==> src/rtl/datapath_sequencer.sv <==
// rtl/datapath_sequencer.sv - microprogram sequencer driving the register-file/ALU control word
// Optional runaway watchdog (WD_LIMIT, wd_trip) enabled by defining DATAPATH_SEQ_WATCHDOG_EN.
module datapath_sequencer #(
  parameter int PC_W = 4,
  parameter int IW   = 20
`ifdef DATAPATH_SEQ_WATCHDOG_EN
  ,
  parameter int WD_LIMIT = 255
`endif
) (
  input  logic            clock,
  input  logic            reset,
  input  logic            start,
  input  logic            stop,
  input  logic            step_mode,
  input  logic            step,
  input  logic            prog_we,
  input  logic [PC_W-1:0] prog_addr,
  input  logic [IW-1:0]   prog_data,
  input  logic [3:0]      status,
  output logic [2:0]      SA,
  output logic [2:0]      SB,
  output logic [2:0]      DA,
  output logic [4:0]      FS,
  output logic            WR,
  output logic [PC_W-1:0] pc,
  output logic [3:0]      flags,
  output logic            busy,
  output logic            done
`ifdef DATAPATH_SEQ_WATCHDOG_EN
  ,
  output logic            wd_trip
`endif
);

  typedef enum logic [2:0] {IDLE, FETCH, EXEC, WRITE, PAUSE} state_t;

  localparam logic [1:0]    K_ALU    = 2'b00;
  localparam logic [1:0]    K_BRANCH = 2'b01;
  localparam logic [1:0]    K_HALT   = 2'b10;
  localparam logic [1:0]    K_NOP    = 2'b11;
  localparam logic [IW-1:0] NOP_WORD = {K_NOP, {(IW-2){1'b0}}};

  state_t          state, state_next, resume;
  logic [PC_W-1:0] pc_next;
  logic [3:0]      flags_next;
  logic [IW-1:0]   ir;
  logic [IW-1:0]   mem [2**PC_W];
  logic [1:0]      kind;
  logic            taken;
  logic            run_start;

`ifdef DATAPATH_SEQ_WATCHDOG_EN
  localparam logic [7:0] WD_MAX = 8'(WD_LIMIT);
  logic [7:0] wd_count;
  logic       wd_hit;
`endif

  assign busy = (state != IDLE);

  always_comb begin
    kind       = ir[IW-1:IW-2];
    // flags is {V,C,N,Z}, so select 0 (V) lives in bit 3
    taken      = ir[14] | (flags[2'd3 - ir[17:16]] ^ ir[15]);
    resume     = step_mode ? PAUSE : FETCH;
    state_next = state;
    pc_next    = pc;
    flags_next = flags;
    run_start  = 1'b0;
    SA         = 3'd0;
    SB         = 3'd0;
    DA         = 3'd0;
    FS         = 5'd0;
    WR         = 1'b0;
    done       = 1'b0;
`ifdef DATAPATH_SEQ_WATCHDOG_EN
    wd_hit     = 1'b0;
`endif
    if ((state == EXEC || state == WRITE) && kind == K_ALU) begin
      FS = ir[17:13];
      DA = ir[12:10];
      SA = ir[9:7];
      SB = ir[6:4];
    end
    case (state)
      IDLE: begin
        if (start) begin
          state_next = FETCH;
          pc_next    = '0;
          run_start  = 1'b1;
        end
      end
      FETCH: begin
        state_next = EXEC;
`ifdef DATAPATH_SEQ_WATCHDOG_EN
        if (wd_count >= WD_MAX) begin
          state_next = IDLE;
          wd_hit     = 1'b1;
        end
`endif
      end
      EXEC: begin
        case (kind)
          K_ALU:    state_next = WRITE;
          K_BRANCH: begin
            pc_next    = taken ? ir[PC_W-1:0] : pc + 1'b1;
            state_next = resume;
          end
          K_HALT: begin
            done       = 1'b1;
            state_next = IDLE;
          end
          default: begin
            pc_next    = pc + 1'b1;
            state_next = resume;
          end
        endcase
      end
      WRITE: begin
        WR         = ir[3];
        flags_next = status;
        pc_next    = pc + 1'b1;
        state_next = resume;
      end
      PAUSE: begin
        if (step) state_next = FETCH;
      end
      default: state_next = IDLE;
    endcase
    // stop aborts from anywhere and also blocks a start or a pending write
    if (stop) begin
      state_next = IDLE;
      pc_next    = pc;
      flags_next = flags;
      WR         = 1'b0;
      run_start  = 1'b0;
`ifdef DATAPATH_SEQ_WATCHDOG_EN
      wd_hit     = 1'b0;
`endif
    end
  end

  always_ff @(posedge clock) begin
    if (reset) state <= IDLE;
    else       state <= state_next;
  end

  always_ff @(posedge clock) begin
    if (reset) begin
      pc    <= '0;
      flags <= 4'd0;
      ir    <= NOP_WORD;
    end else begin
      pc    <= pc_next;
      flags <= flags_next;
      if (state == FETCH) ir <= mem[pc];
    end
  end

  // program memory survives reset; loader writes only while idle
  always_ff @(posedge clock) begin
    if (state == IDLE && prog_we) mem[prog_addr] <= prog_data;
  end

`ifdef DATAPATH_SEQ_WATCHDOG_EN
  always_ff @(posedge clock) begin
    if (reset) begin
      wd_count <= 8'd0;
      wd_trip  <= 1'b0;
    end else begin
      if (run_start) begin
        wd_count <= 8'd0;
        wd_trip  <= 1'b0;
      end else if (state == EXEC && wd_count != 8'hFF) begin
        wd_count <= wd_count + 8'd1;
      end
      if (wd_hit) wd_trip <= 1'b1;
    end
  end
`endif

endmodule

==> config.mk <==
export PLATFORM = sky130hd
export DESIGN_NAME = datapath_sequencer
export DESIGN_NICKNAME = d
export VERILOG_FILES = /design/src/rtl/datapath_sequencer.sv
export SDC_FILE = /design/constraint.sdc
export NUM_CORES = 1
export LEC_CHECK = 0
export CORE_UTILIZATION = 54
export DETAILED_ROUTE_END_ITERATION = 10
export GPL_ROUTABILITY_DRIVEN = 0
export PLACE_DENSITY = 0.74
export SYNTH_ARGS = -nofsm -noshare
export SYNTH_HDL_FRONTEND = slang
export SYNTH_SLANG_ARGS = --single-unit
==> constraint.sdc <==
create_clock -name clock -period 3.3 [get_ports clock]
set_clock_uncertainty 0.15 [all_clocks]
set_input_delay 0.33 -clock clock [delete_from_list [all_inputs] [get_ports clock]]
set_output_delay 0.33 -clock clock [all_outputs]
set_load 0.01 [all_outputs]
==> impl_metrics.env <==
export IMPL_first_pass_iters=5
export IMPL_final_nets=810
export IMPL_rsz0062_at_grt="false"
export IMPL_post_cts_setup_buffers=0
export IMPL_cts_sinks=351
export IMPL_power_density_mw_per_mm2=581.7
export IMPL_synth_seq_cells=351
export IMPL_synthSimpleGateAreaFrac_pct=3.484
export IMPL_switching_share_pct=19.02
export IMPL_clk_pin_slew_worst_paths_ns=0.06
export IMPL_p_leak_nw=4.993
export IMPL_slowest_delay_ns=0.57
export IMPL_die_area_sq_mm=0.02591
export IMPL_crit_fanout=12
export IMPL_htreeDepth=2
export IMPL_dp_cells=1060
export IMPL_muxShareOfSynthArea_pct=16.91
export IMPL_ys_warn_count=0
export IMPL_wl_um=29590
export IMPL_drc=0
export IMPL_antenna_found_initial=2
export IMPL_viasPerCell=6.205
export IMPL_cts_resized=0
export IMPL_synth_compound_area_share_pct=2.649
export IMPL_worstPathArrival_ns=2.69
export IMPL_end_kind="output port"
export IMPL_drive_gt1_share_pct=24.19
export IMPL_synthesis_nets=716
export IMPL_yosys_area_share_adder_pct=0.09168
export IMPL_fin_crit_sh_pct=95.97
export IMPL_area_growth_synth_to_final_pct=17.19
export IMPL_drtAntennaViolNets=0
export IMPL_syn_avg_cell_area_sq_um=20.07
export IMPL_antenna_cells=0
export IMPL_grt_first_pass_wirelength_um=44170
export IMPL_hpwl_um=17110
export IMPL_netSwitchingPower_mw=1.770
export IMPL_synth_largest_area_cell="edfxtp_1"
export IMPL_pwr_share_seq_pct=53.0
export IMPL_synthFlopType="edfxtp_1"
export IMPL_grt_ovfl_total=0
export IMPL_period_needed_ns=3.167
export IMPL_fmax_ghz=0.3158
export IMPL_cts_hold_buf=0
export IMPL_netlist_area_leader_share_pct=70.41
export IMPL_worst_pin_slew_ns=0.8071
export IMPL_finalPower_mw=9.304
export IMPL_clk_path_buf_depth=3
export IMPL_ys_seq_area_share_pct=74.95
export IMPL_vias=6987
export IMPL_async_flop_share_pct=0
export IMPL_cts_buffers=36
export IMPL_comb_power_share_pct=2.4
export IMPL_critPathKind="reg2out"
export IMPL_multi_input_area_sq_mm=0.003242
export IMPL_synthXorXnorAreaFrac_pct=0.2567
export IMPL_syn_inst=680
export IMPL_port_buffers=59
export IMPL_grt_max_degree=44
export IMPL_setup_viol=0
export IMPL_rows=57
export IMPL_clockPowerShare_pct=44.6
export IMPL_grt_busiest_layer="met2"
export IMPL_die_w_um=161.0
export IMPL_status="completed"
export IMPL_use_met1_pct=33.98
export IMPL_yosys_top_cells_area="edfxtp_1 70%, mux4_2 13%, dfxtp_1 4.5%"
export IMPL_insertion_delay_ns=0.52
export IMPL_fp_dieH_um=161.0
export IMPL_critPathLaunchType="register"
export IMPL_synth_top_family_by_area="multiplexers"
export IMPL_min_path_type="in2reg"
export IMPL_syn_area_sq_mm=0.01365
export IMPL_fin_setup_tns_ns=0
export IMPL_intPower_mw=7.535
export IMPL_path_cells="nor2b_1 > buf_4 > and3_1 > clkdlybuf4s50_1"
export IMPL_peakVddDrop_uv=717.9
export IMPL_seq_area_sq_mm=0.01024
export IMPL_slowest_stage="nor2b_1"
export IMPL_hold_viol=0
export IMPL_final_cells=1126
export IMPL_start_util_pct=55.63
export IMPL_cts_tree="done"
export IMPL_io_pins=60
export IMPL_grt_pass1_vias=7061
export IMPL_grtUsageMet2_pct=37.03
export IMPL_use_met3_pct=4.494
export IMPL_slew_headroom_pct=46.19
export IMPL_maxCapViolations=0
export IMPL_coreArea_sq_mm=0.02453
export IMPL_cts_root_buf="clkbuf_16"
export IMPL_drtIter0Drc=742
export IMPL_fillers=1649
export IMPL_track_usage_pct=23.75
export IMPL_avgRoutedWirePerCell_um=26.27
export IMPL_crit_required_ns=2.82
export IMPL_synth_edf_count=320
export IMPL_ys_types=48
export IMPL_slew_violations=0
==> layer usage <==
layer	routed length, um	up-vias	share of wire (%)
met2	14010	332	47
met3	2386	66	8.1
met4	934	4	3.2
li1	-	2973	-
met1	12230	3612	41
met5	23	-	0.078
==> power groups by stage <==
stage / combinational [mW] / clock, mW / sequential, mW
floorplan: 0.0856 / 0 / 5.01
global placement: 0.212 / 0 / 5.02
detailed placement: 0.224 / 0 / 5.02
CTS: 0.225 / 4.21 / 4.93
global route: 0.242 / 4.37 / 4.93
finish: 0.226 / 4.15 / 4.93
==> per-stage QoR <==
step | instance area [sq um] | hold WS (ns) | worst slack, ns | utilization [%]
2_1_floorplan | 13650 | 0.2572 | 0.1251 | -
3_3_place_gp | 14770 | 0.3004 | 0.7485 | 60.19
3_5_place_dp | 14770 | 0.3107 | 0.6861 | 60.19
4_1_cts | 15990 | 0.2952 | 0.2110 | 65.19
5_1_grt | 15990 | 0.3107 | 0.05702 | 65.19
6_report | 15990 | 0.3023 | 0.1331 | 65.19
==> area by class of cell <==
type | count | area share (%)
sequential | 351 | 64.01
tap | 324 | 2.535
inverter | 5 | 0.1173
multi-input combinational | 288 | 20.27
clock inverter | 17 | 1.346
clock buffer | 49 | 6.321
timing repair buffer | 92 | 5.398
==> flip-flops by register name, summed over array words and instances, names as in the netlist <==
register	count
flags	4
mem	320
state	3
pc	4
ir	20
==> kinds of logic (layout without fill, tap and decap cells) <==
logic type / Yosys count / after routing
DFF: 351 / 351
muxes: 130 / 130
xor gates and xnor gates: 4 / 4
and+or+nand+nor: 94 / 94
adders and majority gates: 1 / 1
AOI/OAI and AO/OA: 59 / 59
buffers and inverters: 41 / 163
==> Yosys cell counts (5+ instances only) <==
library cell,n
nor2_1,44
mux2i_1,46
mux4_2,80
edfxtp_1,320
buf_6,7
a21oi_1,21
clkbuf_1,14
o21ai_1,21
nor3_1,6
dfxtp_1,31
inv_1,5
buf_2,13
and3_1,14
nand2_1,7
==> critical path, delay by kind of cell, from the launching register on <==
family	cells	cell delay [ns]
DFF	1	0.55
buffers and inverters	2	0.84
and+or+nand+nor	2	0.79
==> path summary, 6_finish.rpt <==
path | start | to | slack [ns] | cells past startpoint
min | status[3] | flags[3] | 0.30 | 3
max | state[1] | FS[0] | 0.13 | 4
min reg2reg | ir[7] | ir[7] | 0.32 | 2
max reg2reg | pc[0] | ir[17] | 0.89 | 6
==> layout by cell type (no fill, tap or decap), types with 2 or more instances in the layout <==
master and count:
mux2_2 4, inv_1 5, inv_6 2, nand3b_1 2, o32ai_1 4, nor3_1 2, mux4_2 80, clkbuf_8 4
nor2b_1 4, nor2_2 13, nor2_1 32, clkinv_2 5, clkbuf_16 37, bufinv_16 5, o21ai_1 21, nand2_1 7
edfxtp_1 320, clkinv_1 4, buf_12 2, o22ai_1 2, nand2b_1 4, clkbuf_1 8, xor2_1 3, or4_1 2
mux2i_1 46, clkdlybuf4s50_1 59, dfxtp_4 2, nor3_2 5, buf_4 31, dfxtp_1 28, and3_1 14, a21oi_1 21
(Power assumes the default switching activity.)
==> patch: new RTL, config.mk and constraints unchanged <==
The option `DATAPATH_SEQ_WATCHDOG_EN` is turned on by a define.
--- a/src/rtl/datapath_sequencer.sv
+++ b/src/rtl/datapath_sequencer.sv
@@ -2,2 +2,4 @@
 // Optional runaway watchdog (WD_LIMIT, wd_trip) enabled by defining DATAPATH_SEQ_WATCHDOG_EN.
+`define DATAPATH_SEQ_WATCHDOG_EN
+
 module datapath_sequencer #(
Function (old outputs only; new: wd_trip): no difference found for any inputs over 4 cycles, from zero or initial values and one cycle with reset high; that may be too few to reach the edited logic, so the function may still have changed.
==> patch against the original RTL <==
Non-clock buffer count up 2; setup slack better by 0.19 ns; clock power is 3% lower; global-route usage increased by 0.077 points; count of clock-buffer cells in the layout is 2 higher; sequential share of layout area is 0.14 points lower; first-iteration DRC count grew 23%; wire length is 1.9% higher; sequential power is 2% higher; total power grew 0.63%; area after synthesis rose by 2.0%; cell area rose by 2.0%; die area is 2.0% higher; sequential cell count is 9 higher; largest power group unchanged.
==> patch: results (changes against the original RTL) <==
| Metric | Value |
|---|---|
| Status | `finished, final reports clean (unchanged)` |
| Placed cell area | `15100 um2 (was 14800 um2)` |
| CP Data Arrival Time | `2.49 ns (was 2.69 ns)` |
| DRT iter0 DRCs | `911 (was 742)` |
| Bufs on Longest Clock Path | `3 (unchanged)` |
| Port buffer count | `60 (was 59)` |
| Cts bufs inserted | `37 (was 36)` |
| Largest net degree at the start of global routing | `54 (was 44)` |
| Setup WS pre-CTS | `0.384 ns (was 0.686 ns)` |
| Synth top area cells | `edfxtp_1 (69%), mux4_2 (13%), dfxtp_1 (5.8%) (was edfxtp_1 (70%), mux4_2 (13%), dfxtp_1 (4.5%))` |
| Routed via count | `7380 (was 6987)` |
| Wire length on met2 | `14700 um (was 14000 um)` |
| Delay-heaviest family, CP | `buffers and inverters (unchanged)` |
| Antenna cells | `0 (unchanged)` |
| Worst-Skew Late Latency | `0.52 ns (about the same)` |
| Initial antenna violation count | `0 (was 2)` |
| Half-perimeter wire length after placement | `18800 um (was 17100 um)` |
| Post-Synthesis Net Count | `769 (was 716)` |
| Sequential fraction of the synthesis area | `0.748 (was 0.750)` |
| Post-synth EDFFs | `320 (unchanged)` |
| Max FFs per register | `320 (unchanged)` |
| Clock transition at path regs | `0.06 ns (about the same)` |
| DRT Pass-1 Iters | `5 (unchanged)` |
| Yosys warns | `0 (unchanged)` |
| CP max stage delay | `0.54 ns (was 0.57 ns)` |
| H-tree Lvls | `2 (unchanged)` |
| Pleak | `5.09 nW (was 4.99 nW)` |
| Share of cells above drive strength 1 | `0.220 (was 0.242)` |
| Crit path max fanout | `14 (was 12)` |
| Largest regs | `mem (320), ir (20), wd_count (8) (was mem (320), ir (20))` |
| Met1 WL | `12300 um (was 12200 um)` |
| Wire per inst | `25.5 um (was 26.3 um)` |
| WHS Path Cells | `3 (unchanged)` |
| First-pass GRT wire length | `46100 um (was 44200 um)` |
| Met3 WL | `2520 um (was 2390 um)` |
| Slowest CP cell | `dfxtp_1 (was nor2b_1)` |
| Worst VDD drop | `484 uV (was 718 uV)` |
| Post-CTS sizing | `0 (unchanged)` |
| Async set-reset flop share out of synthesis | `0 (unchanged)` |
| Reg2reg path depth | `4 (was 6)` |
| Top sig layer | `met4 (was met5)` |
| Final setup fails | `0 (unchanged)` |
| Most frequent cells after synthesis | `edfxtp_1 (320), mux4_2 (82), nor2_1 (51) (was edfxtp_1 (320), mux4_2 (80), mux2i_1 (46))` |
| Hold Path Class | `input port to flip-flop (unchanged)` |
| Via count of the first global-routing pass | `7568 (was 7061)` |
| Count of different cell masters after synthesis | `48 (unchanged)` |
| Gr usage total | `0.238 (about the same)` |
| Setup Fix Bufs, Post-CTS | `0 (unchanged)` |
| Final layout net count | `863 (was 810)` |
| Root buffer cell | `clkbuf_16 (unchanged)` |
| Slew @ Worst Pin | `0.943 ns (was 0.807 ns)` |
## patch: cell types whose count changed in the layout (fill, tap and decap cells not counted), sizes merged, moves of 4 or more
cell,delta
o21ai,-13
nor2,+6
a21oi,+22
and3,-13
and2,+16
mux2i,-37
a22oi,+36
dfxtp,+9
nand2,+5
nand3,+4
o32ai,-4
## patch: tightest hold or removal path, stage by stage
cell             delay (ns)
clkdlybuf4s50_1        0.46
mux2i_1                0.07
nor2_1                 0.07
## patch: final timing paths
check | start | endpoint | slack [ns]
worst min-delay path | status[1] | flags[1] | 0.30
worst max-delay path | state[1] | FS[0] | 0.33
worst min register to register | wd_trip | wd_trip | 0.32
worst max register to register | state[2] | mem[12][16] | 0.64
## patch: where the power goes
group          internal (mW)  switching, mW
clock network           2.40           1.63
registers               5.02         0.0258
logic                 0.0980          0.187
total                   7.52           1.84
## patch: per-layer routing
layer,vias to the layer above,GRT usage
li1,3158,-
met1,3817,0.345
met5,-,0
met3,47,0.0387
met2,358,0.379
met4,0,0.0675
## patch: stage by stage
step	hold slack [ns]	instances
final	0.301	1184
after floorplan	0.279	732
after global placement	0.308	1117
after CTS	0.292	1184
after detailed placement	0.312	1117
after global routing	0.302	1184
## patch: area by class of cell
| type | count | area [um2] |
|---|---|---|
| clock buffer | 51 | 1020 |
| clock inverter | 16 | 155 |
| fill | 1704 | 8950 |
| inverter | 5 | 18.8 |
| multi-input combinational | 328 | 3390 |
| sequential | 360 | 10400 |
| tap | 330 | 413 |
| timing repair buffer | 94 | 893 |
## patch: logic make-up (layout without fill, tap and decap cells)
family | after synthesis | in the layout | share of synthesized area
flip-flops | 360 | 360 | 0.748
adder cells (fa/ha/maj) | 2 | 2 | 0.00180
AND/OR/NAND/NOR | 120 | 120 | 0.0436
AO/OA/AOI/OAI | 104 | 104 | 0.0475
XOR/XNOR | 10 | 10 | 0.00629
buffers and inverters | 44 | 166 | 0.0130
multiplexers | 92 | 92 | 0.140
